**config.mk**
```make
export PLATFORM = sky130hd
export DESIGN_NAME = elevator_ctrl_fsm
export DESIGN_NICKNAME = d
export VERILOG_FILES = /design/src/rtl/elevator_pkg.sv /design/src/rtl/elevator_req_reg.sv /design/src/rtl/elevator_ctrl_fsm.sv
export SDC_FILE = /design/constraint.sdc
export NUM_CORES = 1
export LEC_CHECK = 0
export CAP_MARGIN = 25
export CORE_AREA = 8 8 59 61
export DETAILED_ROUTE_END_ITERATION = 12
export DIE_AREA = 0 0 67 69
export PLACE_DENSITY = 0.76
export SLEW_MARGIN = 20
export SYNTH_ARGS = -nofsm -noshare
export SYNTH_HDL_FRONTEND = slang
export SYNTH_HIERARCHICAL = 1
export SYNTH_SLANG_ARGS = --single-unit
```
**constraint.sdc**
```tcl
create_clock -name clk -period 2.4 [get_ports clk]
set_clock_uncertainty 0.05 [all_clocks]
set_input_delay 0.36 -clock clk [delete_from_list [all_inputs] [get_ports clk]]
set_output_delay 0.36 -clock clk [all_outputs]
set_load 0.03 [all_outputs]
```
**src/rtl/elevator_pkg.sv**
```systemverilog
// Shared definitions for the elevator datapath: state bus encoding and floor geometry.
// The floor counter decodes the same IDLE/MOVE_UP/MOVE_DOWN/DOOR_OPEN values.
package elevator_pkg;

  localparam int FLOOR_W    = 2;
  localparam int NUM_FLOORS = 4;

  localparam logic [1:0] IDLE      = 2'b00;
  localparam logic [1:0] MOVE_UP   = 2'b01;
  localparam logic [1:0] MOVE_DOWN = 2'b10;
  localparam logic [1:0] DOOR_OPEN = 2'b11;

  typedef enum logic [1:0] {
    ST_IDLE      = IDLE,
    ST_MOVE_UP   = MOVE_UP,
    ST_MOVE_DOWN = MOVE_DOWN,
    ST_DOOR_OPEN = DOOR_OPEN
  } state_e;

  function automatic logic [NUM_FLOORS-1:0] floor_onehot(input logic [FLOOR_W-1:0] f);
    return NUM_FLOORS'(1) << f;
  endfunction

endpackage

```
**src/rtl/elevator_req_reg.sv**
```systemverilog
// Outstanding call register with set/clear logic and the position-relative reductions
// (requests above, below and at the current floor) used by the controller.
module elevator_req_reg
  import elevator_pkg::*;
(
  input  logic                  clk,
  input  logic                  reset_n,
  input  logic [NUM_FLOORS-1:0] floor_req_i,
  input  logic [FLOOR_W-1:0]    curr_floor_i,
  input  logic                  clr_en_i,
  output logic [NUM_FLOORS-1:0] pending_o,
  output logic                  above_o,
  output logic                  below_o,
  output logic                  here_o
);

  logic [NUM_FLOORS-1:0] pending_q, pending_d;
  logic [NUM_FLOORS-1:0] clr_mask, above_mask, below_mask;

  // Clear beats set so a call at the serviced floor is absorbed, never latched.
  always_comb begin
    clr_mask   = clr_en_i ? floor_onehot(curr_floor_i) : '0;
    pending_d  = (pending_q | floor_req_i) & ~clr_mask;
    above_mask = '0;
    below_mask = '0;
    for (int i = 0; i < NUM_FLOORS; i++) begin
      above_mask[i] = (i > int'(curr_floor_i));
      below_mask[i] = (i < int'(curr_floor_i));
    end
  end

  always_ff @(posedge clk) begin
    if (!reset_n) begin
      pending_q <= '0;
    end else begin
      pending_q <= pending_d;
    end
  end

  assign pending_o = pending_q;
  assign above_o   = |(pending_q & above_mask);
  assign below_o   = |(pending_q & below_mask);
  assign here_o    = pending_q[curr_floor_i] | floor_req_i[curr_floor_i];

endmodule

```
**src/rtl/elevator_ctrl_fsm.sv**
```systemverilog
// Elevator master controller: SCAN motion decisions, door dwell timer and direction
// preference. Floor count is fixed by elevator_pkg to match the 2-bit floor bus.
module elevator_ctrl_fsm
  import elevator_pkg::*;
#(
  parameter int DOOR_TIME = 100,
  parameter int TIMER_W   = 7
) (
  input  logic                  clk,
  input  logic                  reset_n,
  input  logic [NUM_FLOORS-1:0] floor_req,
  input  logic [FLOOR_W-1:0]    curr_floor,
  output logic [1:0]            current_state,
  output logic                  door_open,
  output logic                  dir_up,
  output logic [NUM_FLOORS-1:0] pending_req
);

  localparam logic [TIMER_W-1:0] DWELL_LAST = TIMER_W'(DOOR_TIME - 1);
  localparam logic [FLOOR_W-1:0] TOP_FLOOR  = FLOOR_W'(NUM_FLOORS - 1);

  state_e                state_q, state_d;
  logic [TIMER_W-1:0]    timer_q, timer_d;
  logic                  dir_q, dir_d;
  logic                  door_q;
  logic [FLOOR_W-1:0]    prev_floor_q;
  logic [NUM_FLOORS-1:0] pending;
  logic                  above, below, here;
  logic                  arrived, clr_en;

  assign arrived = (curr_floor != prev_floor_q);
  assign clr_en  = (state_d == ST_DOOR_OPEN) || (state_q == ST_DOOR_OPEN);

  elevator_req_reg u_req_reg (
    .clk          (clk),
    .reset_n      (reset_n),
    .floor_req_i  (floor_req),
    .curr_floor_i (curr_floor),
    .clr_en_i     (clr_en),
    .pending_o    (pending),
    .above_o      (above),
    .below_o      (below),
    .here_o       (here)
  );

  always_comb begin
    state_d = state_q;
    dir_d   = dir_q;
    timer_d = timer_q;
    case (state_q)
      ST_IDLE: begin
        if (here) begin
          state_d = ST_DOOR_OPEN;
          timer_d = '0;
        end else if (above && (dir_q || !below)) begin
          state_d = ST_MOVE_UP;
          dir_d   = 1'b1;
        end else if (below) begin
          state_d = ST_MOVE_DOWN;
          dir_d   = 1'b0;
        end
      end
      // Stops are only considered on the cycle the floor bus changes, so a call at
      // the departure floor cannot hold the car in place.
      ST_MOVE_UP: begin
        if (arrived) begin
          if (pending[curr_floor]) begin
            state_d = ST_DOOR_OPEN;
            timer_d = '0;
          end else if (curr_floor == TOP_FLOOR) begin
            state_d = ST_IDLE;
          end
        end
      end
      ST_MOVE_DOWN: begin
        if (arrived) begin
          if (pending[curr_floor]) begin
            state_d = ST_DOOR_OPEN;
            timer_d = '0;
          end else if (curr_floor == '0) begin
            state_d = ST_IDLE;
          end
        end
      end
      ST_DOOR_OPEN: begin
        if (floor_req[curr_floor]) begin
          timer_d = '0;
        end else if (timer_q == DWELL_LAST) begin
          timer_d = '0;
          if (dir_q && above) begin
            state_d = ST_MOVE_UP;
          end else if (!dir_q && below) begin
            state_d = ST_MOVE_DOWN;
          end else if (above) begin
            state_d = ST_MOVE_UP;
            dir_d   = 1'b1;
          end else if (below) begin
            state_d = ST_MOVE_DOWN;
            dir_d   = 1'b0;
          end else begin
            state_d = ST_IDLE;
          end
        end else begin
          timer_d = timer_q + TIMER_W'(1);
        end
      end
      default: state_d = ST_IDLE;
    endcase
  end

  always_ff @(posedge clk) begin
    if (!reset_n) begin
      state_q      <= ST_IDLE;
      dir_q        <= 1'b1;
      timer_q      <= '0;
      door_q       <= 1'b0;
      prev_floor_q <= curr_floor;
    end else begin
      state_q      <= state_d;
      dir_q        <= dir_d;
      timer_q      <= timer_d;
      door_q       <= (state_d == ST_DOOR_OPEN);
      prev_floor_q <= curr_floor;
    end
  end

  assign current_state = state_q;
  assign door_open     = door_q;
  assign dir_up        = dir_q;
  assign pending_req   = pending;

endmodule

```
* Word-level counts from Yosys, hierarchy flattened
Index checks and enable logic that the tools add are counted.
Cells by class: add/sub/neg operators 1, multipliers 0, div/mod/pow operators 0, order comparisons 7, equality and inequality tests 15, shifts and indexed selects 1, muxes and demuxes 36, bitwise operators 6, reduce and logical (&&, ||, !) cells 15
Operator list (count):
- 2-to-1 mux 7 bit | 5
- 2-to-1 mux 2 bit | 15
- case mux 7 bit (3 select lines) | 1
- 2-to-1 mux 1 bit | 10
- != test 2 bit, second input constant | 5
- AND 4 bit | 2
- == test 2 bit, second input constant | 4
- case mux 2 bit (4 select lines) | 1
- OR reduction 4 bit | 2
- adder 7 x 1 -> 7 bit, second input constant | 1
- == test 7 bit, second input constant | 1
- != test 2 x 1 -> 1 bit, second input constant | 3
- AND reduction 6 bit | 1
- AND 4 x 3 -> 4 bit | 1
- binary-select mux 1 bit (select 2 bit) | 2
- greater-than comparator 2 bit, first input constant | 2
- logical NOT 2 bit | 2
- < comparator 1 x 2 -> 1 bit, first input constant | 2
- 2-to-1 mux 4 bit | 1
- NOT 4 bit | 1
- OR 4 bit | 1
- << shifter 1 x 2 -> 4 bit, first input constant | 1
- logical AND 1 bit | 3
- < comparator 2 x 3 -> 1 bit, second input constant | 1
- 11 further kinds | 13
Word-level totals: flip-flop bits (word level) 17, latch bits 0, RAM bits 0, bits in read-only memories 0, output and inout bits 8, memories kept 0

* Depth between registers and ports, before layout
depth in word-level cells 15, depth in mapped cells 10, gate-level depth less buffers 9

* Cells and area by module
Netlist, hierarchy kept.
Modules (own cells, without submodules):
- elevator_ctrl_fsm | instances 1, cells an instance 105, area an instance 877.1 µm², sequential area each 260.2 µm²
- elevator_req_reg | instances 1, cells an instance 29, area an instance 226.5 µm², sequential area each 80.1 µm²

* Worst setup path after synthesis
OpenSTA, ideal clock, no wires.
path kind input to register, start input port curr_floor[0], end register u_req_reg.pending_q[0], in the netlist u_req_reg/pending_o[0], setup time 0.124 ns, arrival time 1.901 ns, required time 2.226 ns, setup slack 0.325 ns, stages 7, path through mux4_2 > nor3_4 > nand4_1 > and3_1 > o21a_1 > o21ai_2 > a31oi_1
Between the ends: cells in the longest elaborated chain, start to end 15, elaborated cells between the ends (all ways) 45
Ends and longest elaborated chain:
- start, declared | line elevator_ctrl_fsm.sv:12 | input logic [FLOOR_W-1:0] curr_floor,
- < comparator 1 x 2 -> 1 bit / < comparator 2 bit (equally long branches) | line elevator_req_reg.sv:28 | below_mask[i] = (i < int'(curr_floor_i));
- AND 4 x 3 -> 4 bit | line elevator_req_reg.sv:42 | assign below_o = |(pending_q & below_mask);
- OR reduction 4 bit | line elevator_req_reg.sv:42
- 2-to-1 mux 2 bit | line elevator_ctrl_fsm.sv:97 | end else if (below) begin
- 2-to-1 mux 2 bit | line elevator_ctrl_fsm.sv:94 | end else if (above) begin
- 2-to-1 mux 2 bit | line elevator_ctrl_fsm.sv:92 | end else if (!dir_q && below) begin
- 2-to-1 mux 2 bit | line elevator_ctrl_fsm.sv:90 | if (dir_q && above) begin
- 2-to-1 mux 2 bit | line elevator_ctrl_fsm.sv:88 | end else if (timer_q == DWELL_LAST) begin
- 2-to-1 mux 2 bit | line elevator_ctrl_fsm.sv:86 | if (floor_req[curr_floor]) begin
- case mux 2 bit (4 select lines) (*) | line elevator_ctrl_fsm.sv:50 | case (state_q)
- == test 2 bit (*) | line elevator_ctrl_fsm.sv:32 | assign clr_en = (state_d == ST_DOOR_OPEN) || (state_q == ST_DOOR_OPEN);
- logical OR 1 bit (*) | line elevator_ctrl_fsm.sv:32
- via clr_en | line elevator_ctrl_fsm.sv:29 | logic arrived, clr_en;
- 2-to-1 mux 4 bit (*) | line elevator_req_reg.sv:22 | clr_mask = clr_en_i ? floor_onehot(curr_floor_i) : '0;
- NOT 4 bit (*) | line elevator_req_reg.sv:23 | pending_d = (pending_q | floor_req_i) & ~clr_mask;
- AND 4 bit (*) | line elevator_req_reg.sv:23
- end signal, assigned | line elevator_req_reg.sv:36 | pending_q <= pending_d;
- end, declared | line elevator_req_reg.sv:17 | logic [NUM_FLOORS-1:0] pending_q, pending_d;
The timed path passes the listed nets; every way through them passes the cells marked *. The select of a mux whose other input is x is not followed. A chain may end at the register's enable or synchronous reset.

* Worst setup path after layout
start input port floor_req[0], end register u_req_reg.pending_q[1], in the netlist u_req_reg/pending_o[1]
Between the ends: cells in the longest elaborated chain, start to end 10, elaborated cells between the ends (all ways) 11
Ends and longest elaborated chain:
- start, declared | line elevator_ctrl_fsm.sv:11 | input logic [NUM_FLOORS-1:0] floor_req,
- binary-select mux 1 bit (select 2 bit) (*) | line elevator_req_reg.sv:43, elevator_ctrl_fsm.sv:86
- 2-to-1 mux 1 bit (implied by the code) (*) | line elevator_req_reg.sv:43, elevator_ctrl_fsm.sv:86
- OR 1 bit | line elevator_req_reg.sv:43 | assign here_o = pending_q[curr_floor_i] | floor_req_i[curr_floor_i];
- 2-to-1 mux 2 bit | line elevator_ctrl_fsm.sv:52 | if (here) begin
- case mux 2 bit (4 select lines) (*) | line elevator_ctrl_fsm.sv:50
- == test 2 bit (*) | line elevator_ctrl_fsm.sv:32
- logical OR 1 bit (*) | line elevator_ctrl_fsm.sv:32
- via clr_en | line elevator_ctrl_fsm.sv:29
- 2-to-1 mux 4 bit (*) | line elevator_req_reg.sv:22
- NOT 4 bit (*) | line elevator_req_reg.sv:23
- AND 4 bit (*) | line elevator_req_reg.sv:23
Marked as above.

==> summary.txt <==
CTS
  – CTS tree: yes
  – CTS Buf Count: 3
  – Skew-Pair Late Insertion Delay: 290 ps
  – Clock buffer depth: 2
  – Clock transition at path regs: 100 ps
  – H-tree depth: 1
  – Post-CTS Hold Fix Bufs: 0
  – Clk root buf: clkbuf_4
  – CTS Sinks: 17
  – Postcts setup bufs: 0

Power and ir drop
  – Peak supply drop: 0.0006300 V
  – PD cells: 893.4 mW/mm^2
  – P_leak: 0.5624 nW

Synthesis
  – Largest area contributor in the netlist: dfxtp_1
  – Most frequent cell after synthesis: dfxtp_1
  – Mean cell area of the mapped netlist: 8.236 sq um
  – Ys async rst share: 0%
  – Area contributors post-synth: dfxtp_1 31%, ha_1 5.7%, a21oi_1 5.0%
  – Synth cell count leaders: 17 x dfxtp_1, 13 x nand2_1, 11 x a21oi_1, 10 x o21ai_0
  – EDFF count, synth: 0
  – Dominant synthesized flop cell: dfxtp_1
  – Mapped cell area: 0.001104 sq mm
  – Yosys top cell area share: 30.84%
  – Syn_nets: 147
  – Sequential share of the synthesized area: 30.84%
  – Synth Warn #: 6
  – Synth Instances: 134
  – Number of synthesized register bits: 17
  – Distinct cells, synth: 43

Worst setup path
  – WP buf/inv: 1
  – Top Family by Delay on Critical Path: simple AND/OR/NAND/NOR gates
  – CP Depth: 8
  – FF-to-FF Start: timer_q[0]
  – CP arrival: 2470 ps
  – Critical path class: in -> reg
  – Worst path cell trace: clkdlybuf4s50_1 > mux4_2 > nor3_4 > nand4_1 > and3_1 > o21a_1 > o21ai_2 > a31oi_1
  – Crit start category: input pin
  – Largest stage delay, worst path: 530 ps
  – Worst path slowest cell: mux4_2
  – FF-to-FF setup slack: 170 ps
  – Data required time at the worst endpoint: 2520 ps
  – Crit end category: flip-flop
  – Worst Reg-to-Reg Cells: 8
  – Crit Path Max Fanout: 4
  – R2r endpoint: u_req_reg/pending_o[1]

GRT
  – Vias in the first global route: 1,141
  – GRT Resource Usage Total: 12.37%
  – Met2 Resource Use GR: 20.85%
  – Met1 Track Usage GR: 14.70%
  – First-pass GRT wire length: 4809 microns
  – Largest net degree at the start of global routing: 14
  – Gr busiest metal: met2
  – Met3 Usage GRT: 2.423%
  – Global route overflow: 0
  – Initial antenna violation count: 0

Floorplanning
  – Die footprint: 0.004623 sq mm
  – Initial core utilization: 42.20%
  – Die width: 67 microns
  – Die Height: 69 microns
  – IO Count: 16
  – Num rows: 19
  – Core area: 0.002615 sq mm

Layout
  – N_diodes: 0
  – Filler Cell Count: 252
  – Register area: 340.3 sq um
  – Ratio of cells with drive above 1 in the final layout: 21.05%
  – Area Overhead vs Synth: 31.52%
  – Fin util: 55.50%
  – Post-route cell area: 0.001451 sq mm
  – Post-layout nets: 185
  – Footprint of the multi-input gates: 713.2 sq um

Place
  – Placement Cell Area: 0.001426 sq mm
  – PortBufs: 15
  – Dpl hpwl: 2278 microns
  – RePlAce Congestion: 0.9837

Min path
  – Worst hold path startpoint: timer_q[6]
  – Min-Delay Path Depth: 2
  – HP Class: reg -> reg
  – Hold Path End: timer_q[6]

Status
  – Status: finished, final reports clean

STA
  – Hold Fails Final Rpt: 0
  – Tmin final: 2351 ps
  – Setup_tns: 0 ps
  – Rel. slew slack: 78.58%
  – Achievable Freq: 425.4 MHz
  – RSZ-0062 raised after global routing: no
  – Period utilization: 97.95%
  – Final setup viols: 0
  – Pins over their slew limit: 0
  – Worst-Margin Slew: 320.3 ps

Drt
  – Via-per-instance ratio: 5.802
  – DRC violations left: 0
  – Vias: 1,172
  – Antenna-violating nets left: 0
  – DRT Wirelength: 2930 microns
  – Drt wl/cell: 14.50 microns
  – 1st-iter DRT viols: 48
  – Pre-antenna DRT Iters: 4

Job
  – Max-Cap Viols: 0
==> worst min-delay path, delay by kind of cell, from the launching register on <==
kind | cells | cell delay, ps
AO/OA/AOI/OAI | 1 | 50
flip-flops | 1 | 340
AND/OR/NAND/NOR | 1 | 60
==> kinds of logic after synthesis <==
| group | share of synthesized area [%] |
|---|---|
| simple gates | 26.08 |
| compound gates | 25.85 |
| flops | 30.84 |
| buf+inv | 4.534 |
| fa+ha+maj | 5.669 |
| mux | 5.442 |
| xor+xnor | 1.588 |
==> report_power, final <==
part	switching (mW)	leakage, nW	internal (mW)	total (mW)
sequential	0.0568	0.140	0.326	0.383
combinational	0.424	0.407	0.334	0.759
clock	0.0906	0.0150	0.0645	0.155
==> cell usage in the layout, fill, tap and decap left out, types with 5 or more instances in the layout <==
| cell | Yosys | routed |
|---|---|---|
| a21oi_1 | 11 | 11 |
| a31oi_1 | 6 | 6 |
| buf_4 | 0 | 20 |
| clkdlybuf4s50_1 | 0 | 14 |
| dfxtp_1 | 17 | 17 |
| ha_1 | 5 | 5 |
| inv_1 | 8 | 8 |
| nand2_1 | 13 | 13 |
| nor2_1 | 8 | 8 |
| o21ai_0 | 10 | 10 |
| o21ai_1 | 6 | 6 |
==> final cells by class <==
type	count	area share, %
inverter	9	2.328
timing repair buffer	35	20.60
sequential	17	23.45
clock buffer	4	1.810
tap	31	2.672
multi-input combinational	106	49.14
==> flip-flops by register name, indices dropped and copies added (netlist names) <==
register             count
prev_floor_q             2
door_open                1
dir_up                   1
u_req_reg/pending_o      4
current_state            2
timer_q                  7
==> layer usage <==
metal	share of wire [%]	wire length [microns]	vias up
met4	2.3	68	0
met2	49	1425	49
li1	-	-	573
met5	0	0	-
met1	43	1267	539
met3	5.8	169	11
==> per-stage QoR <==
stage	std cells	total power, mW	worst slack, ps	hold WS [ps]
floorplan	134	0.8414	324.9	337.7
global placement	198	1.116	-215.5	399.4
detailed placement	198	1.137	-332.9	409.6
CTS	202	1.293	52.30	427.2
global route	202	1.374	4.236	462.1
finish	202	1.297	49.23	429.9
==> how the worst max path moves through the flow <==
stage | end | startpoint
4_1_cts | u_req_reg/pending_o[1] | floor_req[0]
2_1_floorplan | u_req_reg/pending_o[0] | curr_floor[0]
3_3_place_gp | u_req_reg/pending_o[0] | curr_floor[0]
5_1_grt | u_req_reg/pending_o[1] | floor_req[0]
6_report | u_req_reg/pending_o[1] | floor_req[0]
3_5_place_dp | u_req_reg/pending_o[1] | curr_floor[0]
==> repair_timing <==
item	4_1_cts	5_1_grt
gates resized for setup	1	0
pin swaps	2	1
cloned	0	0
setup endpoints to repair	4	2
Note: power is estimated with default switching activity, not from simulation.
